## config.mk

```make
export PLATFORM = sky130hd
export DESIGN_NAME = operand_read_stage
export DESIGN_NICKNAME = d
export VERILOG_FILES = /design/src/rtl/operand_read_stage.sv
export SDC_FILE = /design/constraint.sdc
export NUM_CORES = 1
export LEC_CHECK = 0
export BUFFER_PORTS_ARGS = -buffer_cell sky130_fd_sc_hd__buf_2
export CAP_MARGIN = 20
export CORE_MARGIN = 4
export CORE_UTILIZATION = 45
export CTS_CLUSTER_DIAMETER = 120
export DETAILED_ROUTE_END_ITERATION = 7
export GPL_TIMING_DRIVEN = 0
export HOLD_SLACK_MARGIN = 0.03
export PLACE_DENSITY = 0.67
export SYNTH_ARGS = -nofsm -noshare
export SYNTH_HDL_FRONTEND = slang
export SYNTH_SLANG_ARGS = --single-unit
```

## constraint.sdc

```tcl
create_clock -name clk -period 2.4 [get_ports clk]
set_input_delay 0.24 -clock clk [delete_from_list [all_inputs] [get_ports clk]]
set_output_delay 0.24 -clock clk [all_outputs]
set_load 0.03 [all_outputs]
```

## src/rtl/operand_read_stage.sv

```systemverilog
// -----------------------------------------------------------------------------
// operand_read_stage
//
// Decode-side consumer of the write-back stage for an LC-3b pipeline.
//   * Holds the 8x16 register file and the NZP condition-code register, both
//     written from write-back.
//   * Reads SR1/SR2 (and NZP) with same-cycle write-back bypass.
//   * Keeps a per-register in-flight counter plus one for the CC register and
//     stalls decode on RAW hazards or when a counter would overflow.
//   * Issues operands to execute through a one-entry valid/ready register.
//
// Ports
//   clk, rst        clock, synchronous active-high reset
//   wb_ld_reg       write-back register write enable
//   wb_dest_reg     write-back destination register
//   wb_reg_data     write-back data
//   wb_ld_cc        write-back CC load enable
//   wb_gencc        write-back generated NZP
//   id_valid        decode presents an instruction
//   id_sr1          source register 1 (always read)
//   id_sr2          source register 2
//   id_reads_sr2    instruction uses SR2
//   id_reads_cc     instruction uses NZP (BR)
//   id_dr           destination register
//   id_writes_reg   instruction will write DR at write-back
//   id_writes_cc    instruction will load CC at write-back
//   id_stall        decode must hold its instruction this cycle (combinational)
//   ex_ready        execute accepts ex_* this cycle
//   ex_valid        ex_* payload valid
//   ex_sr1_data     SR1 operand
//   ex_sr2_data     SR2 operand (0 when the instruction does not read SR2)
//   ex_nzp          NZP value for branch resolution
//   ex_dr           destination register, passed through
//   sb_err          sticky: write-back retired a register/CC with no pending write
// -----------------------------------------------------------------------------
module operand_read_stage #(
  parameter int         CNT_W   = 2,
  parameter logic [2:0] NZP_RST = 3'b010
) (
  input  logic        clk,
  input  logic        rst,

  input  logic        wb_ld_reg,
  input  logic [2:0]  wb_dest_reg,
  input  logic [15:0] wb_reg_data,
  input  logic        wb_ld_cc,
  input  logic [2:0]  wb_gencc,

  input  logic        id_valid,
  input  logic [2:0]  id_sr1,
  input  logic [2:0]  id_sr2,
  input  logic        id_reads_sr2,
  input  logic        id_reads_cc,
  input  logic [2:0]  id_dr,
  input  logic        id_writes_reg,
  input  logic        id_writes_cc,
  output logic        id_stall,

  input  logic        ex_ready,
  output logic        ex_valid,
  output logic [15:0] ex_sr1_data,
  output logic [15:0] ex_sr2_data,
  output logic [2:0]  ex_nzp,
  output logic [2:0]  ex_dr,

  output logic        sb_err
);

  localparam logic [CNT_W-1:0] CNT_ZERO = '0;
  localparam logic [CNT_W-1:0] CNT_ONE  = CNT_W'(1);
  localparam logic [CNT_W-1:0] CNT_MAX  = {CNT_W{1'b1}};

  // Payload handed to execute; one struct keeps the issue path a single copy.
  typedef struct packed {
    logic [15:0] sr1;
    logic [15:0] sr2;
    logic [2:0]  nzp;
    logic [2:0]  dr;
  } ex_payload_t;

  // ---------------------------------------------------------------------------
  // State
  // ---------------------------------------------------------------------------
  logic [15:0]      regs [8];
  logic [2:0]       nzp;
  logic [CNT_W-1:0] pend [8];
  logic [CNT_W-1:0] pend_cc;

  ex_payload_t      ex_q;
  logic             ex_valid_q;
  logic             sb_err_q;

  // ---------------------------------------------------------------------------
  // Operand read with write-back bypass
  // ---------------------------------------------------------------------------
  logic        wb_hits_sr1;
  logic        wb_hits_sr2;
  ex_payload_t operands;

  // NOTE: every variable written in an always_comb gets a default on entry, so
  // no path through the block can leave it unassigned and infer a latch.
  always_comb begin
    wb_hits_sr1 = wb_ld_reg && (wb_dest_reg == id_sr1);
    wb_hits_sr2 = wb_ld_reg && (wb_dest_reg == id_sr2);

    operands     = '0;
    operands.sr1 = wb_hits_sr1 ? wb_reg_data : regs[id_sr1];
    if (id_reads_sr2) begin
      operands.sr2 = wb_hits_sr2 ? wb_reg_data : regs[id_sr2];
    end
    operands.nzp = wb_ld_cc ? wb_gencc : nzp;
    operands.dr  = id_dr;
  end

  // ---------------------------------------------------------------------------
  // Hazard detection
  // ---------------------------------------------------------------------------
  // A source is busy when some older writer will still be outstanding after
  // this cycle: two or more in flight, or exactly one that is not retiring now
  // (a retiring one is covered by the bypass).
  function automatic logic src_busy(input logic [CNT_W-1:0] cnt,
                                    input logic             retiring);
    return (cnt > CNT_ONE) || ((cnt == CNT_ONE) && !retiring);
  endfunction

  logic haz_sr1;
  logic haz_sr2;
  logic haz_cc;
  logic full_reg;
  logic full_cc;
  logic hazard;
  logic accept;
  logic issue;

  always_comb begin
    haz_sr1  = src_busy(pend[id_sr1], wb_hits_sr1);
    haz_sr2  = id_reads_sr2 && src_busy(pend[id_sr2], wb_hits_sr2);
    haz_cc   = id_reads_cc  && src_busy(pend_cc, wb_ld_cc);
    // A full counter blocks a new writer even if a retire happens this cycle;
    // this keeps the counters from ever wrapping.
    full_reg = id_writes_reg && (pend[id_dr] == CNT_MAX);
    full_cc  = id_writes_cc  && (pend_cc == CNT_MAX);
    hazard   = haz_sr1 || haz_sr2 || haz_cc || full_reg || full_cc;
  end

  assign accept   = !ex_valid_q || ex_ready;
  assign issue    = id_valid && accept && !hazard;
  assign id_stall = id_valid && !issue;

  // ---------------------------------------------------------------------------
  // Scoreboard bookkeeping
  // ---------------------------------------------------------------------------
  logic [7:0] inc_mask;
  logic [7:0] dec_mask;
  logic       wb_underflow;

  assign inc_mask = (issue && id_writes_reg) ? (8'b1 << id_dr)       : 8'b0;
  assign dec_mask = wb_ld_reg                ? (8'b1 << wb_dest_reg) : 8'b0;

  // A retire against an empty counter is a protocol error from write-back;
  // the write itself is still honoured.
  assign wb_underflow = (wb_ld_reg && (pend[wb_dest_reg] == CNT_ZERO)) ||
                        (wb_ld_cc  && (pend_cc == CNT_ZERO));

  // Simultaneous issue and retire on the same counter cancel out; a decrement
  // never goes below zero.
  function automatic logic [CNT_W-1:0] cnt_next(input logic [CNT_W-1:0] cnt,
                                                input logic             inc,
                                                input logic             dec);
    logic [CNT_W-1:0] nxt;
    nxt = cnt;
    if (inc && !dec) begin
      nxt = cnt + CNT_ONE;
    end else if (dec && !inc && (cnt != CNT_ZERO)) begin
      nxt = cnt - CNT_ONE;
    end
    return nxt;
  endfunction

  // ---------------------------------------------------------------------------
  // Sequential state
  // ---------------------------------------------------------------------------
  // NOTE: state updates use non-blocking assignments so every register samples
  // the pre-edge values, independent of statement order inside the block.
  always_ff @(posedge clk) begin
    if (rst) begin
      // NOTE: the register file is only eight flops wide per bit, not a RAM
      // macro, so clearing it in reset costs nothing and gives defined reads.
      for (int i = 0; i < 8; i++) begin
        regs[i] <= '0;
        pend[i] <= '0;
      end
      nzp        <= NZP_RST;
      pend_cc    <= '0;
      ex_q       <= '0;
      ex_valid_q <= 1'b0;
      sb_err_q   <= 1'b0;
    end else begin
      if (wb_ld_reg) begin
        regs[wb_dest_reg] <= wb_reg_data;
      end
      if (wb_ld_cc) begin
        nzp <= wb_gencc;
      end

      for (int i = 0; i < 8; i++) begin
        pend[i] <= cnt_next(pend[i], inc_mask[i], dec_mask[i]);
      end
      pend_cc <= cnt_next(pend_cc, issue && id_writes_cc, wb_ld_cc);

      // One-entry pipeline register: load on issue, drain when execute takes
      // the held entry, otherwise hold.
      if (issue) begin
        ex_q       <= operands;
        ex_valid_q <= 1'b1;
      end else if (ex_ready) begin
        ex_valid_q <= 1'b0;
      end

      if (wb_underflow) begin
        sb_err_q <= 1'b1;
      end
    end
  end

  assign ex_valid    = ex_valid_q;
  assign ex_sr1_data = ex_q.sr1;
  assign ex_sr2_data = ex_q.sr2;
  assign ex_nzp      = ex_q.nzp;
  assign ex_dr       = ex_q.dr;
  assign sb_err      = sb_err_q;

endmodule
```

==> results of run 1 <==
==> cell families after synthesis <==
kind of cell	synth area share, %
adders and majority gates	0.365
muxes	20.1
xor gates and xnor gates	0.511
AOI/OAI and AO/OA	8.23
DFF	49.2
buffers and inverters	3.28
and+or+nand+nor	18.3
==> synthesized netlist by cell type (3+ instances only) <==
library cell	count
o22ai_1	3
ha_1	3
a311oi_1	4
nand3_1	5
clkbuf_1	53
a41oi_1	5
mux2i_1	38
dfxtp_1	61
o211ai_1	21
buf_2	18
nor4_1	9
mux4_2	74
buf_1	5
nor3_1	10
nand2_1	93
edfxtp_1	128
and2_1	131
inv_1	5
nor3b_1	17
nor2_1	30
o2bb2ai_1	3
xor2_1	6
or2_1	3
and3_1	3
and3b_1	5
a211oi_1	9
nor4b_1	7
a31oi_1	3
nand3b_1	3
a21oi_1	37
nor2b_1	3
nand2b_1	13
o2111ai_1	22
==> state kept, by name (all words and copies together) (netlist names) <==
register,cells
regs,128
ex_sr1_data,16
ex_sr2_data,16
pend,16
ex_dr,3
ex_nzp,3
nzp,3
pend_cc,2
ex_valid,1
sb_err,1
==> area by class of cell <==
type | instances | area, µm² | area share [%]
Buffer | 70 | 359 | 2.99
Clock buffer | 17 | 425 | 3.54
Clock inverter | 15 | 186 | 1.55
Inverter | 6 | 22.5 | 0.188
Multi-Input combinational cell | 582 | 5040 | 42.0
Sequential cell | 189 | 5110 | 42.5
Tap cell | 285 | 357 | 2.97
Timing Repair Buffer | 89 | 509 | 4.24
==> through the flow <==
step | hold slack (ns) | power (mW) | utilization [%] | instances
after global routing | 0.0803 | 8.48 | 53.2 | 1253
final | 0.0487 | 8.18 | 53.2 | 1253
after floorplan | 0.394 | 4.77 | - | 854
after detailed placement | 0.444 | 5.23 | 48.7 | 1208
after global placement | 0.441 | 5.19 | 48.7 | 1208
after CTS | 0.0427 | 8.10 | 52.1 | 1244
==> power groups by stage <==
stage               sequential (mW)  combinational (mW)  clock [mW]
finish                         3.82                1.47        2.89
floorplan                      3.98               0.785           0
global route                   3.85                1.57        3.07
global placement               3.88                1.32           0
CTS                            3.82                1.37        2.91
detailed placement             3.89                1.33           0
==> how the worst max path moves through the flow <==
stage | end | slack, ns | depth (start not counted) | from
floorplan | pend_cc[0]$_SDFFE_PP0P_ | -0.002 | 7 | id_sr1[1]
global placement | ex_sr2_data[1]$_SDFFE_PP0N_ | -0.58 | 8 | id_sr1[0]
detailed placement | ex_sr2_data[1]$_SDFFE_PP0N_ | -0.54 | 8 | id_sr1[0]
CTS | id_stall | -0.26 | 7 | pend[7][1]$_SDFFE_PP0P_
global route | id_stall | -0.34 | 8 | id_sr1[0]
finish | id_stall | -0.26 | 7 | pend[6][0]$_SDFFE_PP0P_
==> layer usage <==
metal / up-vias / part of all wire (%) / track usage (%)
li1: 3439 / - / -
met4: 0 / 1.9 / 6.59
met1: 3767 / 43 / 32.4
met5: - / 0 / 0
met2: 362 / 46 / 35.5
met3: 45 / 8.9 / 5.28
==> timing repair <==
action	CTS	global route
setup endpoints to repair	58	38
setup buffers	11	9
gates resized for setup	38	46
pin swaps	3	16
==> worst min-delay path: stages <==
cell and delay (ns):
buf_2 0.07, mux2i_1 0.08, nand2b_1 0.07
==> metrics.md, run 1 <==
| Metric | Value |
|---|---|
| Crit path launch type | `flop` |
| Internal power | `5.70 mW` |
| Area leader, netlist | `edfxtp_1` |
| YS warnings | `0` |
| Drt via density | `roughly 6` |
| Smallest setup slack after layout | `-0.258 ns` |
| Pleak | `4.39 nW` |
| Skew-Pair Late Insertion Delay | `roughly 0.45 ns` |
| Top cells by area, synth | `edfxtp_1, mux4_2, dfxtp_1` |
| CP most frequent cell | `buf_6` |
| Syn nets | `roughly 900` |
| Design area | `about 12000 µm²` |
| Worst-case clock buffer depth | `2` |
| Vias post-DR | `around 7600` |
| Number of max-cap violations | `0` |
| Type of the most critical hold path | `input port to flop` |
| Proportion of layout cells with a drive suffix above 1 | `around a quarter` |
| Antenna-violating nets left | `0` |
| PD cells | `681 nW/µm²` |
| RR Startpoint | `pend[1][0]$_SDFFE_PP0P_` |
| CP top delay family | `simple AND/OR/NAND/NOR gates` |
| Status | `complete, but fails checks` |
| Core Area | `approximately 23000 µm²` |
| #FFs+latches synth | `189` |
| Share of the synthesized area in the top cell type | `37.4%` |
| Critical path cell sequence | `mux4_2, o41ai_1, a221oi_2, or3_4, buf_6, and2_4, buf_6` |
| Row count | `55` |
| Critical Path RT | `approximately 2.2 ns` |
| Global-route wire length before repair | `between 40 and 50 mm` |
| Sequential fraction of design power | `between 40% and 50%` |
| # hold bufs at CTS | `0` |
| Hold Crit Depth | `3` |
| Most frequent cells in the layout | `and2_1, edfxtp_1, nand2_1` |
| Switching part of the total power | `30.4%` |
| Fraction of the yosys area taken by sequential cells | `around half` |
| Wire per inst | `approximately 23 µm` |
| DR iter-0 viols | `932` |
| Clk Tree Root Cell | `clkbuf_16` |
| I/O pin cnt | `slightly above 80` |
| Antenna diodes | `0` |
| Clk sinks | `~190` |
| CTS tree | `yes` |
| Number of synthesized flops with an enable pin | `between 100 and 150` |
| Htree depth | `4` |
| RSZ-0062 raised after global routing | `yes` |
| Final setup vio count | `5` |
| Clk slew on worst S/H paths | `approximately 0.07 ns` |
| Critical-path top delay cell | `mux4_2` |
| Area grow syn2layout | `16.7%` |
| Slowest stage delay, CP | `0.51 ns` |
| Worst hold endpoint | `nzp[1]$_SDFF_PP1_` |
| Count of nets after finishing | `~1000` |
| Sw power | `approximately 2.5 mW` |
| DIE HEIGHT | `around 160 µm` |
| Crit path time final | `about 2.7 ns` |
| Mapped Cells | `between 800 and 900` |
| Worst clock skew | `approximately 0.013 ns` |
| Comb pwr share | `between 10% and 20%` |
| Asr flop ratio synth | `0%` |
| Worst Setup Slack post-DPL | `-0.538 ns` |
| CP Capture Type | `output port` |
| Die X | `around 160 µm` |
| Hold path start | `wb_gencc[1]` |
| Initial antenna violation count | `0` |
| Worst-path fanout max | `9` |
| Final period util | `111%` |
| CP arrival | `2.42 ns` |
| Clk network pwr share | `about a third` |
| Max-slew violation count | `0` |
| Final Hold Viols | `0` |
| Vias in the first global route | `7661` |
| Worst VDD drop | `0.000476 V` |
| Die Footprint | `25300 µm²` |
| Worst R2R Setup Slack | `-0.08 ns` |
| Post-route DRC | `0` |
| DR pass1 iterations | `6` |
| Cts bufs inserted | `17` |
| Cell Area, Synth | `slightly above 10000 µm²` |
| Placed cell areas | `roughly 11000 µm²` |
| Commonest non-fill, non-tap cell in the layout | `and2_1` |
| Synth unique cells | `52` |
| Fill count | `about 1900` |
| Avg Inst Size Synth | `12.0 µm²` |
| Reg2Reg Depth | `7` |
| Grt ovf | `0` |
| Routability cong. | `approximately 0.95` |
| Final TNS setup | `-0.395 ns` |
| Drt total wl | `28.9 mm` |
| Initial Util | `45.6%` |
| Top_reg_cell synth | `edfxtp_1` |
| Worst Tran Pin Value | `~1.1 ns` |
| GRT Util Overall | `22.8%` |
| Reg-to-reg critical path endpoint | `pend_cc[0]$_SDFFE_PP0P_` |
| Detailed Place HPWL | `~21 mm` |
| Worst Path Class, Setup | `flop to output port` |
| Relative slew margins | `between 20% and 30%` |
| Largest net degree at the start of global routing | `22` |
| Fmax | `376 MHz` |
| Bufs and invs on worst path | `2` |
| Failing checks | `negative setup slack` |
| PortBufs | `69` |
Power figures use the tool's default switching activity.
==> inputs of run 2 (changes only) <==
CORE_MARGIN = not set   (was 4)
==> metrics.md, run 2 (synthesis gave the netlist of run 1 again) <==
| Metric | Value |
|---|---|
| Fmax | `377 MHz (+0.31%)` |
| RSZ-0062 raised after global routing | `yes` |
| GRT busiest layer | `met2` |
| CP arrival | `2.41 ns (about the same)` |
| Worst hold endpoint | `nzp[1]$_SDFF_PP1_` |
| Worst-path fanout max | `9 (unchanged)` |
| Antenna-violating nets left | `0 (unchanged)` |
| Placed instance count | `1203 (-0.41%)` |
| Type of the most critical hold path | `input port to flop` |
| Clk Tree Root Cell | `clkbuf_16` |
| Global-route wire length before repair | `44.1 mm (-1.5%)` |
| Status | `complete, but fails checks` |
| Final period util | `110% (-0.34 points)` |
| Worst R2R Setup Slack | `-0.06 ns (+0.02 ns)` |
| Vias post-DR | `7674 (+0.80%)` |
| Row count | `54 (-1.8%)` |
| Crit path launch type | `flop` |
| Number of max-cap violations | `0 (unchanged)` |
| Hold path start | `wb_gencc[1]` |
| Vias in the first global route | `7345 (-4.1%)` |
| Pleak | `4.34 nW (-1.2%)` |
| Initial antenna violation count | `0 (unchanged)` |
| Most frequent cells in the layout | `and2_1, edfxtp_1, nand2_1` |
| Worst clock skew | `0.00948 ns (-0.00327 ns)` |
| Worst Setup Slack post-DPL | `-0.492 ns (+0.0461 ns)` |
| Htree depth | `4 (unchanged)` |
| Count of nets after finishing | `992 (-0.70%)` |
| Post-Layout Cell Count | `1241 (-0.96%)` |
| Skew-Pair Late Insertion Delay | `0.44 ns (about the same)` |
| Max-slew violation count | `0 (unchanged)` |
| Critical Path RT | `2.16 ns (about the same)` |
| Largest net degree at the start of global routing | `20 (-9.1%)` |
| Cts bufs inserted | `17 (unchanged)` |
| Final core occ | `53.4% (+0.22 points)` |
| Grt ovf | `0 (unchanged)` |
| Clk sinks | `189 (unchanged)` |
| M1 GR Usage | `35.8% (+3.4 points)` |
| Relative slew margins | `29.8% (+2.9 points)` |
| Routability cong. | `0.930 (-2.3%)` |
| Die Footprint | `23500 µm² (-7.4%)` |
| Proportion of layout cells with a drive suffix above 1 | `25.0% (-1.7 points)` |
| GR Util met2 | `38.6% (+3.2 points)` |
| Reg-to-reg critical path endpoint | `pend_cc[0]$_SDFFE_PP0P_` |
| Initial Util | `46.6% (+0.99 points)` |
| Hold Crit Depth | `3 (unchanged)` |
| Area grow syn2layout | `14.7%` |
| Core Area | `22100 µm² (-2.1%)` |
| Largest register FFs | `128 (unchanged)` |
| RR Startpoint | `pend[4][1]$_SDFFE_PP0P_` |
| Wire per inst | `23.3 µm (+0.76%)` |
| Final Hold Viols | `0 (unchanged)` |
| CP Capture Type | `output port` |
| Final setup vio count | `2 (-3)` |
| Reg2Reg Depth | `7 (unchanged)` |
| Commonest non-fill, non-tap cell in the layout | `and2_1` |
| Drt total wl | `28.9 mm (-0.20%)` |
| Clk slew on worst S/H paths | `0.08 ns (about the same)` |
| Crit path time final | `2.65 ns (-0.00822 ns)` |
| GRT Util Overall | `25.2% (+2.4 points)` |
| Failing checks | `negative setup slack` |
| Met3 Usage GRT | `5.08% (-0.21 points)` |
| Smallest setup slack after layout | `-0.249 ns (+0.00823 ns)` |
| CTS tree | `yes` |
| Worst Path Class, Setup | `flop to output port` |
| DR iter-0 viols | `896 (-3.9%)` |
| Worst-case clock buffer depth | `2 (unchanged)` |
| PortBufs | `69 (unchanged)` |
| Die X | `153 µm (-3.8%)` |
| Worst VDD drop | `0.000503 V (+5.6%)` |
| DIE HEIGHT | `153 µm (-3.8%)` |
| PD cells | `681 nW/µm² (about the same)` |
| Drt via density | `6.18 (+1.8%)` |
| Antenna diodes | `0 (unchanged)` |
| Worst Tran Pin Value | `1.05 ns (-0.0428 ns)` |
| I/O pin cnt | `82 (unchanged)` |
| Post-route DRC | `0 (unchanged)` |
| Detailed Place HPWL | `20.9 mm (-0.72%)` |
| DR pass1 iterations | `5 (-1)` |
| Overall Power | `8.04 mW (-1.7%)` |
| Top reg by flops | `regs` |
==> run 2: routing by layer <==
layer	share of wire (%)	wire, µm
met5	0	0
met4	1.7	483
met3	9.0	2590
met2	46	13300
met1	43	12500
==> run 2: where the power goes <==
group,total (mW),switching [mW],internal (mW)
Combinational,1.42,0.870,0.554
Clock,2.79,1.40,1.39
Sequential,3.82,0.126,3.70
Total,8.04,2.39,5.65
==> run 2: worst max path at each step <==
stage	slack (ns)	depth (start not counted)	start	end
finish	-0.25	7	pend[2][0]$_SDFFE_PP0P_	id_stall
global route	-0.30	7	pend[5][1]$_SDFFE_PP0P_	id_stall
CTS	-0.26	7	pend[4][1]$_SDFFE_PP0P_	id_stall
detailed placement	-0.49	9	pend[0][0]$_SDFFE_PP0P_	id_stall
global placement	-0.47	8	id_sr1[0]	ex_sr2_data[2]$_SDFFE_PP0N_
floorplan	-0.002	7	id_sr1[1]	pend_cc[0]$_SDFFE_PP0P_
==> run 2: worst max-delay path, stage by stage (launching register included) <==
cell	delay [ns]
dfxtp_4	0.38
mux4_2	0.47
o41ai_1	0.10
a221oi_2	0.19
or3_4	0.44
buf_6	0.13
and2_4	0.12
buf_6	0.13
==> run 2: timing repair <==
| item | in CTS | in global routing |
|---|---|---|
| buffers inserted | 7 | 6 |
| hold buffers | 0 | 0 |
| gates cloned | 0 | 0 |
| endpoints found under the setup margin | 58 | 57 |
| resized for setup | 36 | 19 |
| pin swaps | 3 | 12 |
==> run 2: cell type report <==
cell class                 instances  area [µm²]
buffer                            70         333
clock buffer                      18         429
clock inverter                    14         153
fill                            1940       10300
inverter                           6        22.5
multi-input combinational        582        4960
sequential                       189        5100
tap                              280         350
timing repair buffer              82         449
==> run 2: metrics by stage <==
step | hold slack, ns | setup TNS [ns] | area (µm²)
5_1_grt | 0.0707 | -0.661 | 11800
3_3_place_gp | 0.442 | -20.79 | 11000
3_5_place_dp | 0.445 | -22.68 | 11000
2_1_floorplan | 0.394 | -0.00233 | 10300
4_1_cts | 0.0400 | -0.814 | 11700
6_report | 0.0567 | -0.312 | 11800
